`src/rtl/rom_loader.sv`:
```
// Streaming program loader: finds a sync byte, parses a big-endian address/length
// header, writes the payload to program memory and verifies an 8-bit zero-sum checksum.
module rom_loader #(
  parameter logic [7:0] SYNC_BYTE = 8'hA5
) (
  input  logic        clk,
  input  logic        rst_n,
  input  logic        start,
  input  logic        abort,
  input  logic [7:0]  in_data,
  input  logic        in_valid,
  output logic        in_ready,
  output logic [15:0] mem_addr,
  output logic [7:0]  mem_wdata,
  output logic        mem_we,
  output logic        busy,
  output logic        done,
  output logic        error
);

  typedef enum logic [2:0] {
    IDLE, SYNC, ADDR_H, ADDR_L, LEN_H, LEN_L, DATA, CSUM
  } state_t;

  state_t      state;
  state_t      state_nx;
  logic [15:0] addr;
  logic [15:0] count;
  logic [7:0]  csum;
  logic [7:0]  csum_nx;
  logic        accept;
  logic        launch;
  logic        cancel;

  function automatic logic [7:0] csum_add(input logic [7:0] acc, input logic [7:0] b);
    return acc + b;
  endfunction

  always_comb begin
    in_ready = (state != IDLE);
    // abort suppresses consumption of whatever byte is on the bus that cycle
    accept   = in_ready && in_valid && !abort;
    launch   = (state == IDLE) && start && !abort;
    cancel   = (state != IDLE) && abort;
    csum_nx  = csum_add(csum, in_data);
    state_nx = state;
    case (state)
      IDLE:    if (launch) state_nx = SYNC;
      SYNC:    if (accept && in_data == SYNC_BYTE) state_nx = ADDR_H;
      ADDR_H:  if (accept) state_nx = ADDR_L;
      ADDR_L:  if (accept) state_nx = LEN_H;
      LEN_H:   if (accept) state_nx = LEN_L;
      LEN_L:   if (accept) state_nx = ({count[15:8], in_data} == 16'h0000) ? CSUM : DATA;
      DATA:    if (accept && count == 16'h0001) state_nx = CSUM;
      CSUM:    if (accept) state_nx = IDLE;
      default: state_nx = IDLE;
    endcase
    if (cancel) state_nx = IDLE;
  end

  always_ff @(posedge clk) begin
    if (!rst_n) state <= IDLE;
    else        state <= state_nx;
  end

  always_ff @(posedge clk) begin
    if (!rst_n) begin
      mem_we    <= 1'b0;
      mem_addr  <= 16'h0000;
      mem_wdata <= 8'h00;
      busy      <= 1'b0;
      done      <= 1'b0;
      error     <= 1'b0;
      addr      <= 16'h0000;
      count     <= 16'h0000;
      csum      <= 8'h00;
    end else begin
      mem_we <= 1'b0;
      if (launch) begin
        busy  <= 1'b1;
        done  <= 1'b0;
        error <= 1'b0;
        addr  <= 16'h0000;
        count <= 16'h0000;
        csum  <= 8'h00;
      end else if (cancel) begin
        busy  <= 1'b0;
        done  <= 1'b0;
        error <= 1'b1;
      end else if (accept) begin
        case (state)
          ADDR_H: begin addr[15:8]  <= in_data; csum <= csum_nx; end
          ADDR_L: begin addr[7:0]   <= in_data; csum <= csum_nx; end
          LEN_H:  begin count[15:8] <= in_data; csum <= csum_nx; end
          LEN_L:  begin count[7:0]  <= in_data; csum <= csum_nx; end
          DATA: begin
            // write stage: strobe lands one cycle after the byte is taken
            mem_we    <= 1'b1;
            mem_addr  <= addr;
            mem_wdata <= in_data;
            addr      <= addr + 16'h0001;
            count     <= count - 16'h0001;
            csum      <= csum_nx;
          end
          CSUM: begin
            csum  <= csum_nx;
            busy  <= 1'b0;
            done  <= (csum_nx == 8'h00);
            error <= (csum_nx != 8'h00);
          end
          default: ;
        endcase
      end
    end
  end

endmodule

```
`config.mk`:
```
export PLATFORM = sky130hd
export DESIGN_NAME = rom_loader
export DESIGN_NICKNAME = d
export VERILOG_FILES = /design/src/rtl/rom_loader.sv
export SDC_FILE = /design/constraint.sdc
export NUM_CORES = 1
export LEC_CHECK = 0
export BUFFER_PORTS_ARGS = -buffer_cell sky130_fd_sc_hd__buf_2
export CAP_MARGIN = 10
export CELL_PAD_IN_SITES_DETAIL_PLACEMENT = 1
export CELL_PAD_IN_SITES_GLOBAL_PLACEMENT = 2
export CORE_MARGIN = 5
export CORE_UTILIZATION = 36
export CTS_BUF_LIST = sky130_fd_sc_hd__clkbuf_2
export DETAILED_ROUTE_END_ITERATION = 6
export GPL_ROUTABILITY_DRIVEN = 0
export PLACE_DENSITY = 0.8
export SLEW_MARGIN = 25
export SYNTH_ARGS = -nofsm -noshare
export SYNTH_HDL_FRONTEND = slang
export SYNTH_SLANG_ARGS = --single-unit
```
`constraint.sdc`:
```
create_clock -name clk -period 2.7 [get_ports clk]
set_input_delay 0.27 -clock clk [delete_from_list [all_inputs] [get_ports clk]]
set_output_delay 0.27 -clock clk [all_outputs]
set_load 0.02 [all_outputs]
```
# After elaboration in Yosys (flattened, before gate mapping)
# Index checks and enable logic that the tools add are counted.
# word_totals
ff_bits	71
in_bits	13
output_inout_bits	29
elab_cells	94
# classes
add_sub_neg	3
n_eq_ne	17
muxes	22
bitwise	4
reduce_logical	36
# op_table
op	count
8-bit one-hot mux with 2 select lines	4
3-bit two-way mux	8
3-bit one-hot mux with 8 select lines	1
16-bit by 1-bit adder with 16-bit output (second input constant)	1
16-bit by 1-bit == test with 1-bit output (second input constant)	1
16-bit logical NOT	1
2-bit inequality test (second input constant)	8
16-bit by 1-bit subtractor with 16-bit output (second input constant)	1
3-bit AND reduction	5
3-bit == test (second input constant)	4
2-bit nonzero test	6
1-bit two-way mux	9
3-bit nonzero test	3
8-bit adder	1
8-bit == test (second input constant)	1
8-bit logical NOT	1
8-bit AND reduction	1
8-bit nonzero test	1
1-bit logical AND	7
3-bit by 2-bit == test with 1-bit output (second input constant)	2
2-bit AND reduction	3
6-bit OR reduction	1
1-bit inverter	4
4-bit AND reduction	1
other kinds (6)	7

# Depth between registers and ports, before layout
# logic_depth
ltp_word	6
mapped_depth	8
depth_no_buf	8

# Worst setup path before layout
# Ideal clock, no wire load.
# synth_timing
path_kind	register to register
start	register csum[0]
end	register error
setup_time_ps	115
arrival_ps	2033
required_ps	2585
setup_slack_ps	552
stages_incl_launch_ff	9
period_less_slack_ps	2148
path_cell_list	dfxtp_1 -> ha_1 -> inv_1 -> fa_1 -> nand2b_1 -> a21oi_1 -> xor2_1 -> or4_1 -> o21a_1
# synth_between
elab_chain_cells	5
# synth_lines
item	line_no	source
from (decl)	29	logic [7:0] csum;
from (signal assigned)	92	ADDR_H: begin addr[15:8] <= in_data; csum <= csum_nx; end
from (signal assigned)	93	ADDR_L: begin addr[7:0] <= in_data; csum <= csum_nx; end
from (signal assigned)	94	LEN_H: begin count[15:8] <= in_data; csum <= csum_nx; end
8-bit adder	36	return acc + b;
8-bit nonzero test	109	error <= (csum_nx != 8'h00);
1-bit two-way mux	91	case (state)
1-bit two-way mux	90	end else if (accept) begin
1-bit two-way mux	86	end else if (cancel) begin
to (signal assigned)	109	
to (decl)	18	output logic error
# No other way between the ends. The select of a mux whose other input is x is not followed.
# A chain may end at the register's enable or synchronous reset.

# Final worst setup path
# Ends and elaborated chain as after synthesis.

==> results.py <==
metrics = {
    "outcome": {
        "status": "complete, no violations",
    },
    "cts": {
        "clk_latency_ns": 0.59,
        "ctsHoldBuffers": 6,
        "clock_path_buffers": 2,
        "htreeDepth": 3,
        "cts-root-buf": "clkbuf_2",
        "tritoncts": "built",
        "clk_pin_slew_ns": 0.21,
        "post-cts-setup-buffers": 0,
        "cts_resized": 0,
        "clock_sinks": 71,
        "cts-buffers-inserted": 9,
    },
    "yosys": {
        "synth_top_family_by_area": "simple AND/OR/NAND/NOR gates",
        "ys_top_cells_by_count": "nand2_1 (73), dfxtp_1 (71), nor2_1 (50)",
        "syn_inst": 510,
        "synth_edf_count": 0,
        "ys_seq_elements": 71,
        "yosysSeqAreaShare_pct": 36.0,
        "synthAdderAreaFrac_pct": 3.67,
        "synth_async_sr_flop_share_pct": 0,
        "synth_simple_gate_area_share_pct": 27.5,
        "synthDominantCellAreaShare_pct": 36.0,
        "synth-compound-area-share_pct": 26.7,
        "ys_types": 64,
        "synthTopCellsByArea": "dfxtp_1 (36%), nand2_1 (6.9%), a21oi_1 (5.7%)",
        "synth_fp_nets": 534,
        "syn_area_per_cell_um2": 7.75,
        "synth.most_common_cell": "nand2_1",
        "ys.flop_type": "dfxtp_1",
        "synthXorXnorAreaFrac_pct": 1.77,
        "syn-cell-area_um2": 3950,
        "post-synth-top-area-cell": "dfxtp_1",
        "synth_mux_area_share_pct": 0.253,
        "synth-warning-count": 0,
    },
    "global_routing": {
        "grt_pass1_wl_mm": 20.9,
        "grt_max_degree": 29,
        "antenna_found_initial": 1,
        "grt.overflow.total": 0,
        "grtUsageTotal_pct": 20.3,
        "grt_pass1_vias": 3958,
    },
    "floorplanning": {
        "die-area_um2": 13200,
        "dieHeight_um": 115,
        "top_level_ports": 42,
        "num_rows": 38,
        "start_util_pct": 36.6,
        "coreArea_um2": 10800,
        "die_w_um": 115,
    },
    "route": {
        "vias": 3874,
        "viasPerCell": 5.57,
        "wl_per_cell_um": 18.2,
        "drt_iter0_drc": 199,
        "wl_mm": 12.7,
        "ant_nets": 0,
        "drt_pass1_iterations": 4,
        "drc": 0,
    },
    "timing": {
        "relSlewSlack_pct": 53.0,
        "setup_viol": 0,
        "worst_slew_pin_slew_ns": 0.700,
        "worst_clock_skew_ns": 0.0166,
        "finalCriticalPeriod_ns": 2.29,
        "fin_crit_sh_pct": 84.7,
        "whs_ns": 0.0362,
        "finalMaxSlewViolations": 0,
        "setup_ws_ns": 0.413,
        "timing_hold_violations_final": 0,
        "setup_tns_ns": 0,
        "max_freq_mhz": 437,
        "rsz0062_at_grt": "no",
    },
    "power": {
        "p_seq_share_pct": 60.6,
        "p_leak_nw": 1.64,
        "power_density_nw_per_um2": 395,
        "clockPowerShare_pct": 30.6,
        "p_comb_share_pct": 8.7,
        "internal_power_mw": 1.22,
        "p_switching_mw": 0.532,
        "power_switching_share_pct": 30.4,
        "total_power_mw": 1.75,
        "peakVddDrop_v": 0.000192,
    },
    "layout": {
        "nFillCells": 1372,
        "diodes": 0,
        "drive_gt1_share_pct": 14.6,
        "multi_input_area_um2": 2370,
        "area_delta_synth_final_pct": 12.3,
        "regArea_um2": 1420,
        "finalNonFillerCells": 696,
        "nNetsFinal": 575,
    },
    "placement": {
        "hpwl_mm": 9.18,
        "placedCellCount": 674,
        "io_buffer_count": 41,
        "pre_cts_slack_ns": 0.223,
    },
    "setup_path": {
        "crit_family": "simple AND/OR/NAND/NOR gates",
        "cp.arrival_ns": 2.81,
        "path_class": "reg -> reg",
        "cp.required_ns": 3.23,
        "cp_num_buf_inv": 1,
        "crit_chain": "ha_1, inv_1, fa_1, nand2b_1, a21oi_1, xor2_1, or4_1, o21a_1",
        "critPathCaptureType": "flip-flop",
        "start_kind": "flip-flop",
        "cpPeakStageDelay_ns": 0.56,
        "slowest_stage": "or4_1",
        "cp_max_fo": 3,
    },
    "min_path": {
        "hp-class": "in -> reg",
    },
    "run": {
        "max_cap_viol_count": 0,
    },
}
## stage by stage
step | util [%] | cell area, um2
3_3_place_gp | 39.8 | 4290
6_report | 41.1 | 4440
2_1_floorplan | - | 3950
5_1_grt | 41.1 | 4440
3_5_place_dp | 39.8 | 4290
4_1_cts | 41.1 | 4440
## per-layer routing
metal	routed length, um	GRT usage [%]	vias to the layer above
met2	5960	32.7	62
li1	-	-	1922
met1	6060	27.7	1880
met5	0	0	-
met4	144	6.26	0
met3	534	3.84	10
## state kept, by name, indices dropped and copies added (netlist names)
register and cells:
done 1, mem_we 1, csum 8, addr 16, error 1, state 3, mem_addr 16, busy 1
count 16, mem_wdata 8
## cell usage in the layout, fill, tap and decap left out, types with 5 or more instances in the layout
master,count
buf_4,9
xor2_1,7
nor3_1,10
nor3_2,5
clkbuf_2,9
nand2_1,73
a21oi_1,45
dlygate4sd3_1,6
nand4_1,5
inv_1,9
nor2_1,50
o22ai_1,5
o21ai_1,6
a31oi_1,15
ha_1,10
nor2b_1,7
a21o_1,6
nor3b_1,5
a211oi_1,7
and2_1,8
o21ai_0,38
nand3_1,14
and3_1,6
nand2b_1,6
dfxtp_1,71
buf_2,41
a21boi_0,24
## final timing paths
path	start	to	slack, ns	cells past startpoint
worst max-delay path	csum[0]	error	0.41	8
worst min-delay path	in_data[0]	count[0]	0.04	3
worst max register to register	csum[0]	error	0.41	8
worst min register to register	csum[4]	csum[4]	0.47	2
## power by group through the flow
stage               Sequential, mW  Combinational, mW  Clock [mW]
floorplan                     1.08             0.0913           0
global placement              1.08              0.144           0
detailed placement            1.08              0.146           0
CTS                           1.06              0.153       0.560
global route                  1.07              0.166       0.601
finish                        1.06              0.153       0.537
## worst reg2reg max path, stage by stage, from the launching register on
cell	delay [ns]
dfxtp_1	0.38
ha_1	0.19
inv_1	0.06
fa_1	0.39
nand2b_1	0.20
a21oi_1	0.16
xor2_1	0.09
or4_1	0.56
o21a_1	0.20
## cell type report
type | instances | area share [%]
Inverter | 9 | 0.762
Sequential cell | 71 | 32.0
Clock inverter | 7 | 0.903
Timing Repair Buffer | 57 | 7.95
Tap cell | 140 | 3.95
Multi-Input combinational cell | 403 | 53.4
Clock buffer | 9 | 1.02
## cells by family after synthesis
family,count (synthesis)
AO/OA/AOI/OAI,169
XOR/XNOR,8
adder cells (fa/ha/maj),11
buffers and inverters,36
flip-flops,71
multiplexers,1
AND/OR/NAND/NOR,214
Power figures use the tool's default switching activity.
